File: src/rtl/ps2_pkg.sv
// Shared PS/2 constants, receiver state encoding and byte classification helper.
`timescale 1ns/1ps
package ps2_pkg;

    localparam logic [7:0] PS2_PFX_EXT   = 8'hE0;
    localparam logic [7:0] PS2_PFX_REL   = 8'hF0;
    localparam logic [7:0] PS2_PFX_PAUSE = 8'hE1;
    localparam logic [7:0] PS2_BAT_OK    = 8'hAA;
    localparam logic [7:0] PS2_ACK       = 8'hFA;
    localparam logic [7:0] PS2_RESEND    = 8'hFE;
    localparam logic [7:0] PS2_ECHO      = 8'hEE;
    localparam logic [7:0] PS2_ERR_LO    = 8'h00;
    localparam logic [7:0] PS2_ERR_HI    = 8'hFF;

    // Bytes that follow E1 in the Pause make-sequence.
    localparam logic [2:0] PS2_PAUSE_SKIP = 3'd7;

    typedef enum logic [1:0] {
        RX_IDLE   = 2'd0,
        RX_DATA   = 2'd1,
        RX_PARITY = 2'd2,
        RX_STOP   = 2'd3
    } ps2_rx_state_e;

    function automatic logic ps2_is_noise(input logic [7:0] b);
        return (b == PS2_BAT_OK) || (b == PS2_ACK) || (b == PS2_RESEND) ||
               (b == PS2_ECHO) || (b == PS2_ERR_LO) || (b == PS2_ERR_HI);
    endfunction

endpackage

File: src/rtl/ps2_line_filter.sv
// Two-flop synchroniser plus FILTER_LEN-sample deglitcher for one PS/2 line;
// emits a one-cycle pulse when the filtered line falls.
`timescale 1ns/1ps
module ps2_line_filter #(
    parameter int FILTER_LEN = 8
) (
    input  logic clk,
    input  logic rst,
    input  logic line_i,
    output logic fall_o
);

    localparam int CW = (FILTER_LEN > 1) ? $clog2(FILTER_LEN) : 1;
    localparam logic [CW-1:0] CNT_LOAD = CW'(FILTER_LEN - 1);

    logic          sync1_q, sync2_q;
    logic          filt_q, filt_d;
    logic          fall_q;
    logic [CW-1:0] cnt_q, cnt_d;

    // Filtered level only moves after FILTER_LEN consecutive disagreeing samples.
    always_comb begin
        filt_d = filt_q;
        cnt_d  = CNT_LOAD;
        if (sync2_q != filt_q) begin
            if (cnt_q == '0) filt_d = sync2_q;
            else             cnt_d  = cnt_q - CW'(1);
        end
    end

    always_ff @(posedge clk or negedge rst) begin
        if (!rst) begin
            sync1_q <= 1'b1;
            sync2_q <= 1'b1;
            filt_q  <= 1'b1;
            cnt_q   <= CNT_LOAD;
            fall_q  <= 1'b0;
        end else begin
            sync1_q <= line_i;
            sync2_q <= sync1_q;
            filt_q  <= filt_d;
            cnt_q   <= cnt_d;
            fall_q  <= filt_q & ~filt_d;
        end
    end

    assign fall_o = fall_q;

endmodule

File: src/rtl/ps2_scancode_framer.sv
// PS/2 keyboard receiver: frames 11-bit packets, checks them, strips E0/F0/E1
// prefixes and strobes one {scan, extended, released} event per key.
`timescale 1ns/1ps
module ps2_scancode_framer
    import ps2_pkg::*;
#(
    parameter int FILTER_LEN  = 8,
    parameter int TIMEOUT_CYC = 2000
) (
    input  logic       clk,
    input  logic       rst,
    input  logic       ps2clk,
    input  logic       ps2data,
    output logic       scan_received,
    output logic [7:0] scan,
    output logic       extended,
    output logic       released,
    output logic       rx_error
);

    // state     | meaning
    // RX_IDLE   | waiting for a start bit (data=0 on a clock fall)
    // RX_DATA   | shifting in 8 data bits, LSB first
    // RX_PARITY | checking odd parity over data+parity
    // RX_STOP   | expecting stop bit = 1, byte accepted here

    localparam int TW = $clog2(TIMEOUT_CYC);
    localparam logic [TW-1:0] TMO_LOAD = TW'(TIMEOUT_CYC - 1);

    logic          clk_fall;
    logic          dsync1_q, dsync2_q;
    ps2_rx_state_e state_q, state_d;
    logic [7:0]    shift_q, shift_d;
    logic [2:0]    bit_cnt_q, bit_cnt_d;
    logic [TW-1:0] tmo_q, tmo_d;
    logic          rx_timeout, parity_ok, frame_err, byte_ok;
    logic          byte_vld_q, err_q;
    logic [7:0]    byte_q;
    logic          ext_q, ext_d, rel_q, rel_d;
    logic [2:0]    skip_q, skip_d;
    logic [7:0]    scan_q, scan_d;
    logic          extended_q, extended_d, released_q, released_d;
    logic          strobe_q, strobe_d;

    ps2_line_filter #(.FILTER_LEN(FILTER_LEN)) u_clk_filter (
        .clk    (clk),
        .rst    (rst),
        .line_i (ps2clk),
        .fall_o (clk_fall)
    );

    // A fall in the same cycle as terminal count wins: the frame is still alive.
    assign rx_timeout = (state_q != RX_IDLE) && (tmo_q == '0) && !clk_fall;
    assign parity_ok  = ^{shift_q, dsync2_q};

    always_comb begin
        tmo_d = TMO_LOAD;
        if (!clk_fall && state_q != RX_IDLE && tmo_q != '0)
            tmo_d = tmo_q - TW'(1);
    end

    always_comb begin
        state_d   = state_q;
        shift_d   = shift_q;
        bit_cnt_d = bit_cnt_q;
        if (rx_timeout) begin
            state_d = RX_IDLE;
        end else if (clk_fall) begin
            case (state_q)
                RX_IDLE: if (!dsync2_q) begin
                    state_d   = RX_DATA;
                    bit_cnt_d = 3'd0;
                end
                RX_DATA: begin
                    shift_d   = {dsync2_q, shift_q[7:1]};
                    bit_cnt_d = bit_cnt_q + 3'd1;
                    if (bit_cnt_q == 3'd7) state_d = RX_PARITY;
                end
                RX_PARITY: state_d = parity_ok ? RX_STOP : RX_IDLE;
                RX_STOP:   state_d = RX_IDLE;
                default:   state_d = RX_IDLE;
            endcase
        end
    end

    always_comb begin
        byte_ok   = clk_fall && (state_q == RX_STOP) && dsync2_q;
        frame_err = rx_timeout
                  || (clk_fall && (state_q == RX_PARITY) && !parity_ok)
                  || (clk_fall && (state_q == RX_STOP) && !dsync2_q);
    end

    always_ff @(posedge clk or negedge rst) begin
        if (!rst) begin
            dsync1_q   <= 1'b1;
            dsync2_q   <= 1'b1;
            state_q    <= RX_IDLE;
            shift_q    <= '0;
            bit_cnt_q  <= '0;
            tmo_q      <= TMO_LOAD;
            byte_vld_q <= 1'b0;
            byte_q     <= '0;
            err_q      <= 1'b0;
        end else begin
            dsync1_q   <= ps2data;
            dsync2_q   <= dsync1_q;
            state_q    <= state_d;
            shift_q    <= shift_d;
            bit_cnt_q  <= bit_cnt_d;
            tmo_q      <= tmo_d;
            byte_vld_q <= byte_ok;
            err_q      <= frame_err;
            if (byte_ok) byte_q <= shift_q;
        end
    end

    always_comb begin
        ext_d      = ext_q;
        rel_d      = rel_q;
        skip_d     = skip_q;
        scan_d     = scan_q;
        extended_d = extended_q;
        released_d = released_q;
        strobe_d   = 1'b0;
        if (err_q) begin
            ext_d = 1'b0;
            rel_d = 1'b0;
        end else if (byte_vld_q) begin
            if (skip_q != '0) begin
                skip_d = skip_q - 3'd1;
            end else if (byte_q == PS2_PFX_EXT) begin
                ext_d = 1'b1;
            end else if (byte_q == PS2_PFX_REL) begin
                rel_d = 1'b1;
            end else if (byte_q == PS2_PFX_PAUSE) begin
                skip_d = PS2_PAUSE_SKIP;
                ext_d  = 1'b0;
                rel_d  = 1'b0;
            end else if (ps2_is_noise(byte_q)) begin
                ext_d = 1'b0;
                rel_d = 1'b0;
            end else begin
                scan_d     = byte_q;
                extended_d = ext_q;
                released_d = rel_q;
                strobe_d   = 1'b1;
                ext_d      = 1'b0;
                rel_d      = 1'b0;
            end
        end
    end

    always_ff @(posedge clk or negedge rst) begin
        if (!rst) begin
            ext_q      <= 1'b0;
            rel_q      <= 1'b0;
            skip_q     <= '0;
            scan_q     <= '0;
            extended_q <= 1'b0;
            released_q <= 1'b0;
            strobe_q   <= 1'b0;
        end else begin
            ext_q      <= ext_d;
            rel_q      <= rel_d;
            skip_q     <= skip_d;
            scan_q     <= scan_d;
            extended_q <= extended_d;
            released_q <= released_d;
            strobe_q   <= strobe_d;
        end
    end

    assign scan_received = strobe_q;
    assign scan          = scan_q;
    assign extended      = extended_q;
    assign released      = released_q;
    assign rx_error      = err_q;

endmodule

File: config.mk
export PLATFORM = sky130hd
export DESIGN_NAME = ps2_scancode_framer
export DESIGN_NICKNAME = d
export VERILOG_FILES = /design/src/rtl/ps2_pkg.sv /design/src/rtl/ps2_line_filter.sv /design/src/rtl/ps2_scancode_framer.sv
export SDC_FILE = /design/constraint.sdc
export NUM_CORES = 1
export LEC_CHECK = 0
export BUFFER_PORTS_ARGS = -buffer_cell sky130_fd_sc_hd__buf_2
export CAP_MARGIN = 5
export CORE_AREA = 2 2 98 100
export CTS_CLUSTER_DIAMETER = 80
export DETAILED_ROUTE_END_ITERATION = 6
export DIE_AREA = 0 0 100 102
export HOLD_SLACK_MARGIN = 0.15
export PLACE_DENSITY = 0.49
export SLEW_MARGIN = 40
export SYNTH_ARGS = -nofsm -noshare
export SYNTH_HDL_FRONTEND = slang
export SYNTH_SLANG_ARGS = --single-unit
File: constraint.sdc
create_clock -name clk -period 3.2 [get_ports clk]
set_input_delay 0.48 -clock clk [delete_from_list [all_inputs] [get_ports clk]]
set_output_delay 0.48 -clock clk [all_outputs]
set_load 0.03 [all_outputs]
==> flow_summary_export.csv <==
group,metric,value,unit
outcome,status,"finished, final reports clean",
die,initial_utilization,29.1,%
clock_network,insertion_delay,0.34,ns
sta,whs,0.238,ns
detailed_routing,initialDrtViolationCount,95,
synthesis,netlist_instances,246,
synthesis,avgSynthCellArea,10.8,um2
die,die_area,10200,um2
sta,finalMaxSlewViolations,0,
pwr,p_leak,1.52,nW
cells_and_area,final_core_util,34.2,%
global_route,grt_pass1_vias,1807,
run,maxCapViolCount,0,
die,core-area,9110,um2
worst_setup_path,crit_arrival,2.30,ns
pwr,comb_power_share,3.6,%
cells_and_area,diodes,0,
synthesis,yosysSeqAreaShare,56.4,%
worst_setup_path,worstPathMaxFanout,11,
worst_setup_path,cp_cell_sequence,"inv_1, ha_1, nor2b_1, o21ai_1, or4_4, mux2_4",
place,hpwl,3150,um
pwr,total_power,1.70,mW
detailed_routing,ant_nets,0,
global_route,grt.total_usage,10.2,%
synthesis,synth-seq-cells,59,
synthesis,synth.most_common_cell,"nand2_1",
detailed_routing,highest_layer,"met4",
pwr,clockPowerShare,49.5,%
detailed_routing,vias,1743,
clock_network,cts_tree,"built",
worst_setup_path,slowest_stage,"or4_4",
sta,timing.final.crit_share,65.0,%
synthesis,yosys.cell_types.count,43,
place,pre_cts_ws,1.10,ns
cells_and_area,area_growth,17.2,%
cells_and_area,fin_cells,385,
synthesis,synth_commonest_cells,"nand2_1, dfrtp_1, dfstp_2, nor2_1",
die,row_count,35,
detailed_routing,wirelength,4520,um
global_route,grt_overflow_total,0,
worst_setup_path,cpPeakStageDelay,0.56,ns
cells_and_area,drive_gt1_share,24.8,%
sta,fin_tns_setup,0,ns
synthesis,syn-num-nets,257,
sta,fin_ws,1.12,ns
synthesis,yosys.area.top_type_share,39.6,%
pwr,switchingPower,0.364,mW
place,placedCellCount,368,
die,io_pins,16,
global_route,grt_max_degree,46,
sta,rsz0062_at_grt,"no",
clock_network,h-tree-depth,3,
clock_network,holdBufCountCts,1,
pwr,internal_power,1.33,mW
worst_setup_path,worstSetupPathType,"register to register",
detailed_routing,wl_met3,172,um
sta,finalSetupViolCount,0,
detailed_routing,wl_met2,2100,um
clock_network,clkSlewWorstSetupHoldPaths,0.07,ns
worst_setup_path,start_kind,"register",
sta,skew,0.00767,ns
clock_network,cts_root_buf,"clkbuf_8",
sta,slew_headroom,62.8,%
pwr,p_per_area,545,nW/um2
place,portBuffers,15,
sta,tightestPinTransition,0.558,ns
detailed_routing,first_pass_iters,4,
synthesis,ys_async_sr_fraction,100,%
synthesis,netlist_area,2660,um2
global_route,antenna_found_initial,0,
pwr,p_sw_share,21.5,%
die,die_h,102,um
synthesis,yosys_most_used_dff,"dfrtp_1",
synthesis,synth-edff-count,0,
clock_network,cts.sinks,59,
place,gp_congestion,0.724,
hold_path,holdCritPathClass,"input port to register",
synthesis,yosysTopAreaCell,"dfrtp_1",
worst_setup_path,end_kind,"register",
detailed_routing,vias_per_cell,4.53,
global_route,grt_pass1_wl,8220,um
sta,min_period,2.08,ns
die,die_w,100,um
clock_network,post_cts_resized,0,
clock_network,clockBufferDepth,2,
synthesis,yosysWarnings,0,
synthesis,synth.area.top_cells,"dfrtp_1, dfstp_2, nand2_1",
place,placed_cell_area,2860,um2
worst_setup_path,cp.required,3.42,ns
pwr,ir_drop,0.000312,V
clock_network,post-cts-setup-buffers,0,
detailed_routing,routedWlPerCell,11.7,um
cells_and_area,final_nets,280,
sta,finalHoldViolations,0,
cells_and_area,postLayoutCellArea,3110,um2
detailed_routing,met1_length,2200,um
clock_network,cts_buffers,9,
pwr,seqPwrFrac,46.9,%
sta,fmax,481,MHz
detailed_routing,drcViolationCount,0,
-- final timing paths --
path,startpoint,endpoint,slack (ns),cells past startpoint
min in group asynchronous,rst,scan[7],0.57,2
setup / recovery,skip_q[0],extended,1.12,6
max in group asynchronous,rst,dsync1_q,1.76,3
hold reg to reg,u_clk_filter.sync1_q,u_clk_filter.sync2_q,0.36,0
setup reg to reg,skip_q[0],extended,1.12,6
hold / removal,ps2clk,u_clk_filter.sync1_q,0.24,1
-- worst max-delay path, delay by kind of cell (launching register included) --
family | cells | cell delay, ns
multiplexers | 1 | 0.33
buffers and inverters | 1 | 0.08
AND/OR/NAND/NOR | 2 | 0.85
adder cells (fa/ha/maj) | 1 | 0.16
flip-flops | 1 | 0.39
AO/OA/AOI/OAI | 1 | 0.15
-- layout make-up --
class	instances	area [um2]
Multi-Input combinational cell	172	1100
Inverter	10	37.5
Timing Repair Buffer	17	92.6
Clock buffer	9	124
Fill cell	929	6000
Clock inverter	7	124
Sequential cell	59	1500
Tap cell	111	139
-- cell families after synthesis --
kind of cell,share of synthesized area (%)
simple gates,20.2
flops,56.4
compound gates,5.89
buf+inv,2.40
mux,7.49
xor+xnor,4.29
fa+ha+maj,3.30
-- cell usage in the layout, fill, tap and decap left out, types with 2 or more instances in the layout --
cell and count:
mux2i_1 3, nand4_1 3, mux2_2 3, a22o_1 2, or3_1 2, nand3_1 5
inv_6 2, a21oi_1 3, nor2b_1 4, o31ai_1 2, or4_4 2, mux2_4 9
nand2b_1 4, xor2_1 4, o21ai_0 9, nand2_1 63, clkbuf_8 9, ha_1 7
dfstp_2 17, inv_1 9, a31oi_1 3, nor2_1 11, bufinv_16 3, nor4_1 5
buf_2 15, xnor2_1 9, and2_1 2, dfrtp_1 42
-- power by group through the flow --
| stage | clock (mW) | combinational [mW] | sequential (mW) |
|---|---|---|---|
| global placement | 0 | 0.0619 | 0.808 |
| detailed placement | 0 | 0.0630 | 0.809 |
| global route | 0.911 | 0.0740 | 0.799 |
| floorplan | 0 | 0.0386 | 0.807 |
| CTS | 0.873 | 0.0638 | 0.795 |
| finish | 0.840 | 0.0610 | 0.795 |
-- metal layers --
| layer | GRT usage (%) | up-vias |
|---|---|---|
| met5 | 0 | - |
| met1 | 12.0 | 828 |
| met2 | 16.8 | 28 |
| met3 | 4.58 | 5 |
| li1 | - | 882 |
| met4 | 3.48 | 0 |
-- registers in the layout, indices dropped and copies added (netlist names) --
register              cells
rel_q                     1
u_clk_filter.filt_q       1
rx_error                  1
tmo_q                    11
state_q                   2
scan_received             1
ext_q                     1
released                  1
bit_cnt_q                 3
byte_q                    8
shift_q                   8
u_clk_filter.cnt_q        3
u_clk_filter.sync2_q      1
dsync2_q                  1
byte_vld_q                1
u_clk_filter.sync1_q      1
dsync1_q                  1
extended                  1
u_clk_filter.fall_o       1
scan                      8
skip_q                    3
Power figures use the tool's default switching activity.
